## config.mk

```make
export PLATFORM = sky130hd
export DESIGN_NAME = entropy_encode_ac_run_adaptive
export DESIGN_NICKNAME = d
export VERILOG_FILES = /design/src/rtl/prores_vlc_pkg.sv /design/src/rtl/adaptive_vlc_codeword.sv /design/src/rtl/entropy_encode_ac_run_adaptive.sv
export SDC_FILE = /design/constraint.sdc
export NUM_CORES = 1
export LEC_CHECK = 0
export CORE_MARGIN = 1.5
export CORE_UTILIZATION = 60
export DETAILED_ROUTE_END_ITERATION = 10
export GPL_TIMING_DRIVEN = 0
export PLACE_DENSITY = 0.95
export SLEW_MARGIN = 20
export SYNTH_ARGS = -nofsm -noshare
export SYNTH_HDL_FRONTEND = slang
export SYNTH_SLANG_ARGS = --single-unit
```

## constraint.sdc

```tcl
create_clock -name clk -period 11.6 [get_ports clk]
set_clock_uncertainty 0.2 [all_clocks]
set_input_delay 2.32 -clock clk [delete_from_list [all_inputs] [get_ports clk]]
set_output_delay 2.32 -clock clk [all_outputs]
set_load 0.03 [all_outputs]
```

## src/rtl/prores_vlc_pkg.sv

```systemverilog
// prores_vlc_pkg: codebook table and field helpers shared by the ProRes AC run and level encoders.
package prores_vlc_pkg;

    localparam logic [7:0] AC_RUN_CB [16] = '{
        8'h06, 8'h06, 8'h05, 8'h05, 8'h04, 8'h29, 8'h29, 8'h29,
        8'h29, 8'h28, 8'h28, 8'h28, 8'h28, 8'h28, 8'h28, 8'h4C
    };

    function automatic logic [2:0] cb_rice(input logic [7:0] cb);
        return cb[7:5];
    endfunction

    function automatic logic [2:0] cb_exp(input logic [7:0] cb);
        return cb[4:2];
    endfunction

    function automatic logic [1:0] cb_switch(input logic [7:0] cb);
        return cb[1:0];
    endfunction

    function automatic logic [4:0] log2_floor(input logic [31:0] v);
        log2_floor = '0;
        for (int i = 0; i < 32; i++)
            if (v[i]) log2_floor = 5'(i);
    endfunction

endpackage

```

## src/rtl/adaptive_vlc_codeword.sv

```systemverilog
// adaptive_vlc_codeword: two-stage Rice/exp-Golomb codeword builder (S2 registered, S3 assembled
// combinationally so the caller can register it together with its own framing bits).
module adaptive_vlc_codeword
    import prores_vlc_pkg::*;
#(
    parameter int RUN_W  = 12,
    parameter int CODE_W = 32,
    parameter int LEN_W  = 6
) (
    input  logic              clk,
    input  logic              reset_n,
    input  logic              en,
    input  logic [RUN_W-1:0]  n,
    input  logic [7:0]        cb,
    output logic [CODE_W-1:0] code,
    output logic [LEN_W-1:0]  len
);

    localparam int VW      = RUN_W + 2;
    localparam int MAX_LEN = 2 * RUN_W + 4;

    if (MAX_LEN > CODE_W || MAX_LEN >= 2 ** LEN_W || VW > 32) begin : g_width_check
        $error("adaptive_vlc_codeword: worst-case codeword does not fit CODE_W/LEN_W");
    end

    logic [2:0]    r, e;
    logic [1:0]    s;
    logic [VW-1:0] nx, t, v;
    logic          s2_rice;
    logic [2:0]    s2_r, s2_e;
    logic [1:0]    s2_s;
    logic [VW-1:0] s2_nx, s2_v, mask, q;
    logic [4:0]    s2_x;

    always_comb begin
        r  = cb_rice(cb);
        e  = cb_exp(cb);
        s  = cb_switch(cb);
        nx = VW'(n);
        t  = VW'(3'(s) + 3'd1) << r;
        v  = nx - t + (VW'(1) << e);
    end

    always_ff @(posedge clk or negedge reset_n) begin
        if (!reset_n) begin
            s2_rice <= 1'b0;
            s2_r    <= '0;
            s2_e    <= '0;
            s2_s    <= '0;
            s2_nx   <= '0;
            s2_v    <= '0;
            s2_x    <= '0;
        end else if (en) begin
            s2_rice <= nx < t;
            s2_r    <= r;
            s2_e    <= e;
            s2_s    <= s;
            s2_nx   <= nx;
            s2_v    <= v;
            s2_x    <= log2_floor(32'(v));
        end
    end

    // Rice: unary quotient of zeros, stop bit, then r low bits of n.
    always_comb begin
        mask = VW'(1) << s2_r;
        q    = s2_nx >> s2_r;
        code = s2_rice ? CODE_W'(mask | (s2_nx & (mask - VW'(1)))) : CODE_W'(s2_v);
        len  = s2_rice ? LEN_W'(q) + LEN_W'(s2_r) + LEN_W'(1)
                       : LEN_W'(2 * s2_x) - LEN_W'(s2_e) + LEN_W'(s2_s) + LEN_W'(1);
    end

endmodule

```

## src/rtl/entropy_encode_ac_run_adaptive.sv

```systemverilog
// entropy_encode_ac_run_adaptive: AC zero-run encoder; counts zero runs, picks the codebook from the
// previous run and emits one codeword per non-zero coefficient through a 3-stage stallable pipeline.
module entropy_encode_ac_run_adaptive
    import prores_vlc_pkg::*;
#(
    parameter int COEFF_W = 20,
    parameter int RUN_W   = 12,
    parameter int CODE_W  = 32,
    parameter int LEN_W   = 6
) (
    input  logic               clk,
    input  logic               reset_n,
    input  logic               in_valid,
    output logic               in_ready,
    input  logic [COEFF_W-1:0] in_coeff,
    input  logic               in_sos,
    input  logic               in_eos,
    output logic               out_valid,
    input  logic               out_ready,
    output logic [CODE_W-1:0]  out_code,
    output logic [LEN_W-1:0]   out_len,
    output logic               out_last,
    output logic               err_run_ovf
);

    localparam logic [RUN_W-1:0] RUN_MAX   = '1;
    localparam logic [RUN_W-1:0] PREV_INIT = RUN_W'(4);

    logic              en, acc, nz, run_sat;
    logic [RUN_W-1:0]  run, prev_run, run_cur, prev_cur;
    logic [3:0]        cb_idx;
    logic              s1_valid, s1_mark, s1_last, s2_valid, s2_mark, s2_last;
    logic [RUN_W-1:0]  s1_n;
    logic [7:0]        s1_cb;
    logic [CODE_W-1:0] cw_code;
    logic [LEN_W-1:0]  cw_len;

    always_comb begin
        en       = ~out_valid | out_ready;
        in_ready = en;
        acc      = in_valid & en;
        nz       = in_coeff != '0;
        run_cur  = in_sos ? '0 : run;
        prev_cur = in_sos ? PREV_INIT : prev_run;
        run_sat  = run_cur == RUN_MAX;
        cb_idx   = (prev_cur > RUN_W'(15)) ? 4'd15 : prev_cur[3:0];
    end

    always_ff @(posedge clk or negedge reset_n) begin
        if (!reset_n) begin
            run         <= '0;
            prev_run    <= PREV_INIT;
            err_run_ovf <= 1'b0;
            s1_valid    <= 1'b0;
            s1_mark     <= 1'b0;
            s1_last     <= 1'b0;
            s1_n        <= '0;
            s1_cb       <= '0;
            s2_valid    <= 1'b0;
            s2_mark     <= 1'b0;
            s2_last     <= 1'b0;
            out_valid   <= 1'b0;
            out_code    <= '0;
            out_len     <= '0;
            out_last    <= 1'b0;
        end else if (en) begin
            // Trailing zeros only surface as a zero-length marker when they close the slice.
            s1_valid <= acc & (nz | in_eos);
            s1_mark  <= ~nz;
            s1_last  <= in_eos;
            s1_n     <= run_cur;
            s1_cb    <= AC_RUN_CB[cb_idx];
            if (acc) begin
                run      <= nz ? '0 : (run_sat ? run_cur : run_cur + RUN_W'(1));
                prev_run <= nz ? run_cur : prev_cur;
                if (!nz && run_sat) err_run_ovf <= 1'b1;
            end
            s2_valid  <= s1_valid;
            s2_mark   <= s1_mark;
            s2_last   <= s1_last;
            out_valid <= s2_valid;
            out_last  <= s2_valid & s2_last;
            out_code  <= (s2_valid & ~s2_mark) ? cw_code : '0;
            out_len   <= (s2_valid & ~s2_mark) ? cw_len : '0;
        end
    end

    adaptive_vlc_codeword #(
        .RUN_W (RUN_W),
        .CODE_W(CODE_W),
        .LEN_W (LEN_W)
    ) u_codeword (
        .clk    (clk),
        .reset_n(reset_n),
        .en     (en),
        .n      (s1_n),
        .cb     (s1_cb),
        .code   (cw_code),
        .len    (cw_len)
    );

endmodule

```

Word-level counts from Yosys, hierarchy flattened
Memory sizes are Yosys's and may differ from the RTL's. A register that Yosys moved wholly into a read port is not among the register bits.
Index checks and enable logic that the tools add are counted.
{"block": "word_totals", "regBits": 123, "rom_bits": 128, "out_inout_bits": 42, "memories": 1, "wordCells": 80, "latch_bits": 0, "mem_bits_rw": 0}
{"block": "op_classes", "mul": 0, "bitwise_logic": 12, "order_cmp": 2, "div_mod_pow": 0, "shift": 4, "reduce_logical": 6, "n_mux": 23, "eq_ne": 1, "add_sub_neg": 10}
{"name": "(no name shown)", "words": 16, "word_bits": 8, "rd": 1, "rd_clocked_by_memory_dff": 1, "write_ports": 0, "line": "entropy_encode_ac_run_adaptive.sv:72", "rtl": "s1_cb <= AC_RUN_CB[cb_idx];"}
{"op": "2-to-1 mux 32 bit", "n": 2}
{"op": "2-to-1 mux 12 bit", "n": 5}
{"op": "bitwise AND 12 x 32 -> 32 bit", "n": 1}
{"op": "bitwise OR 14 x 32 -> 32 bit", "n": 1}
{"op": "2-to-1 mux 4 bit", "n": 7}
{"op": "left shift 1 x 3 -> 14 bit (first input constant)", "n": 2}
{"op": "nonzero test 20 bit", "n": 1}
{"op": "subtractor 14 x 1 -> 15 bit (second input constant)", "n": 1}
{"op": "adder 14 bit", "n": 1}
{"op": "< comparator 12 x 14 -> 1 bit", "n": 1}
{"op": "left shift 14 x 3 -> 14 bit", "n": 1}
{"op": "subtractor 12 x 14 -> 14 bit", "n": 1}
{"op": "adder 12 x 1 -> 12 bit (second input constant)", "n": 1}
{"op": "adder 6 x 1 -> 6 bit (second input constant)", "n": 2}
{"op": "== test 12 bit (second input constant)", "n": 1}
{"op": "> comparator 12 x 4 -> 1 bit (second input constant)", "n": 1}
{"op": "2-to-1 mux 3 bit", "n": 4}
{"op": "2-to-1 mux 6 bit", "n": 2}
{"op": ">> shifter 12 x 3 -> 6 bit", "n": 1}
{"op": "adder 6 x 2 -> 6 bit", "n": 1}
{"op": "adder 6 x 3 -> 6 bit", "n": 1}
{"op": "subtractor 6 x 3 -> 6 bit", "n": 1}
{"op": "inverter 4 -> 5 bit", "n": 1}
{"op": "bitwise AND 1 bit", "n": 4}
{"op": "9 further kinds", "n": 14}

Logic depth before layout (Yosys ltp)
{"block": "logic_depth", "depth_word": 17, "depth_mapped": 14, "mapped_depth_nobuf": 14}

Cells and area by module
From an unflattened synthesis, not the netlist that was laid out.
{"block": "unflattened", "hier_cells": 804, "hier_area_um2": 7768.7}
{"module": "adaptive_vlc_codeword", "cells_each": 461, "instances": 1, "area_each_um2": 3986.3}
{"module": "entropy_encode_ac_run_adaptive", "cells_each": 343, "instances": 1, "area_each_um2": 3782.4}

Worst setup path before layout
Ideal clock, no wire load.
{"block": "synth_path", "path_kind": "input to output", "startpoint": "in out_ready", "endpoint": "out in_ready", "t_arrival_ns": 3.224, "setup_slack_ns": 5.856, "path_buffers": 2, "stages": 4, "cell_sequence": "nor2b_1 -> inv_1 -> clkbuf_1 -> clkbuf_1"}
{"block": "synth_via", "elab_chain_cells": 1}
{"item": "start, declared", "line": "entropy_encode_ac_run_adaptive.sv:19", "rtl": "input logic out_ready,"}
{"item": "bitwise OR 1 bit", "line": "entropy_encode_ac_run_adaptive.sv:39", "rtl": "en = ~out_valid | out_ready;"}
{"item": "end, declared", "line": "entropy_encode_ac_run_adaptive.sv:14", "rtl": "output logic in_ready,"}
Every way passes these cells.

Final worst setup path
Ends and elaborated chain as after synthesis.

==> impl_metrics.ini <==
[sta]
finalMaxSlewViolations = 0
worstMarginPinSlew_ps = 863
finalSetupViolCount = 0
fmax_ghz = 0.136
finalCriticalPeriod_ps = 7340
fin_crit_sh = 0.633
rsz0062_at_grt = no
max_slew_margin = 0.420
tns_ps = 0
hold_violations = 0

[clock_network]
postCtsSetupBuffers = 0
numCtsBuffers = 9
cts.clk_slew.worst_paths_ps = 90
cts-hold-fix-buffers = 0
cts_sinks = 105
cts_tree = done
cts-htree-levels = 3
clock_latency_ps = 400
post_cts_resize_count = 0
cts-root-buf = clkbuf_8
cts_buffer_depth = 2

[routing]
drt_iter0_markers = 390
postRouteAntennaNets = 0
routedWlPerCell_um = 17.2
dr.pass1.iters = 5
drc = 0
avgViaCountPerCell = 5.98
vias = 5564
wl_um = 16000

[worst_hold_path]
min_path_type = reg2reg
hold_path_depth = 2
worstHoldEndpoint = u_codeword.s2_v[3]
min_from = u_codeword.s2_v[3]

[logic_synthesis]
synth_top_area_share = 0.411
ys_warn_count = 0
synth.distinct_cells = 66
ys_seq_elements = 105
yosysMostFrequentCell = nand2_1
async_flop_share = 1.00
synth_area_um2 = 6330
synth_edf_count = 0
synth_common_cells = nand2_1, dfrtp_1, o21ai_0
synthCells = 713
synth_ff_type = dfrtp_1
synth_largest_area_cell = dfrtp_1
seq_area_frac_synth = 0.415
syn_avg_cell_area_um2 = 8.88
synthTopCellsByArea = dfrtp_1, nand2_1, ha_1

[floorplan]
die_w_um = 106
core-area_um2 = 10300
initial_core_util = 0.616
io_pins = 68
die_height_um = 106
num_rows = 37
die_area_um2 = 11200

[power]
vdd_drop_max_v = 0.000159
power.total_mw = 1.31
power.leakage_nw = 3.32
power.density_nw_per_um2 = 180

[worst_setup_path]
cp_data_required_time_ps = 9080
r2r_setup_slack_ps = 7390
r2r_end = u_codeword.s2_x[1]
worstReg2RegStart = s1_cb[0]
cpPeakStageDelay_ps = 780
startpoint_type = input port
cp.arrival_ps = 4820
worst-path-max-fanout = 10
critPathSlowestCell = clkdlybuf4s50_1
r2r_cells = 14
worstSetupPathType = in2out
endpoint_kind = output port
worstPathCellList = clkdlybuf4s50_1 -> nor2b_1 -> inv_1 -> clkbuf_1 -> clkbuf_1 -> clkdlybuf4s50_1

[outcome]
status = complete, no violations

[global_route]
met2_usage = 0.523
grt-ovfl-total = 0
grt_pass1_vias = 5297
gr-usage-met3 = 0.0588
grt_use_total = 0.295
antenna_found_initial = 0
grt_pass1_wl_um = 25600
grt_start_max_net_pins = 77
met1_usage = 0.347
grt.busiest_layer = met2

[placed_design]
gp_congestion = 0.932
io_buffers = 49
hpwl_um = 12000

[layout]
antenna_cells = 0
nets = 858
area_growth_pct = 14.8
drive_above_1_share = 0.0616

[job]
drv_cap = 0
-- cell families after synthesis --
logic type | synth area share
AO/OA/AOI/OAI | 0.200
XOR/XNOR | 0.0235
adder cells (fa/ha/maj) | 0.0893
buffers and inverters | 0.0662
flip-flops | 0.415
multiplexers | 0.0146
other | 0.000592
AND/OR/NAND/NOR | 0.190
-- state kept, by name, summed over array words and instances, names as in the netlist, 2 cells and up --
name	flops
u_codeword.s2_v	14
u_codeword.s2_s	2
u_codeword.s2_e	2
out_code	14
s1_n	12
prev_run	12
run	12
out_len	6
s1_cb	6
u_codeword.s2_x	4
u_codeword.s2_r	2
u_codeword.s2_nx	9
-- layout by cell type, fill, tap and decap left out, drive strengths merged, types with 9 or more instances in the layout --
cell           count
nor2b             14
nand3             10
nor3              16
a22oi             12
nand2            121
dfrtp            104
clkbuf            37
clkdlybuf4s50     48
conb              18
nor2              40
o21ai             74
xnor2              9
a21oi             39
nand2b            16
inv               45
buf               24
ha                34
a22o              18
-- per-layer routing --
metal / part of all wire / wire (um)
met1: 0.39 / 6190
met2: 0.51 / 8190
met3: 0.069 / 1100
met4: 0.034 / 547
met5: 0 / 0
-- final cells by class --
class | count | area [um2]
Timing Repair Buffer | 50 | 519
Clock inverter | 5 | 56.3
Multi-Input combinational cell | 532 | 3350
Buffer | 49 | 254
Tap cell | 136 | 170
Clock buffer | 10 | 128
Sequential cell | 105 | 2630
Inverter | 44 | 165
Fill cell | 784 | 3010
-- worst max-delay path by stage --
stage               startpoint        to  slack (ps)  depth (start not counted)
floorplan            out_ready  in_ready        5860                          4
global placement     out_ready  in_ready        4280                          6
detailed placement   out_ready  in_ready        4310                          6
CTS                  out_ready  in_ready        4300                          6
global route         out_ready  in_ready        4200                          6
finish               out_ready  in_ready        4260                          6
-- worst max-delay path, delay by kind of cell --
family	cells	cell delay (ps)
simple gates	1	50
buf+inv	5	2440
-- report_power, final --
group          total, mW  switching (mW)  internal [mW]
combinational      0.598           0.364          0.235
sequential         0.480          0.0435          0.436
clock              0.228           0.129         0.0988
total               1.31           0.536          0.770
-- through the flow --
stage          cell area [um2]  hold WS [ps]  std cells  worst slack (ps)  utilization
2_1_floorplan             6390           231        730              5860            -
3_5_place_dp              7080           254        916              4310        0.689
6_report                  7270           270        931              4260        0.707
3_3_place_gp              7060           241        915              4280        0.687
4_1_cts                   7270           274        931              4300        0.707
5_1_grt                   7270           290        931              4200        0.707
Note: power is estimated with default switching activity, not from simulation.
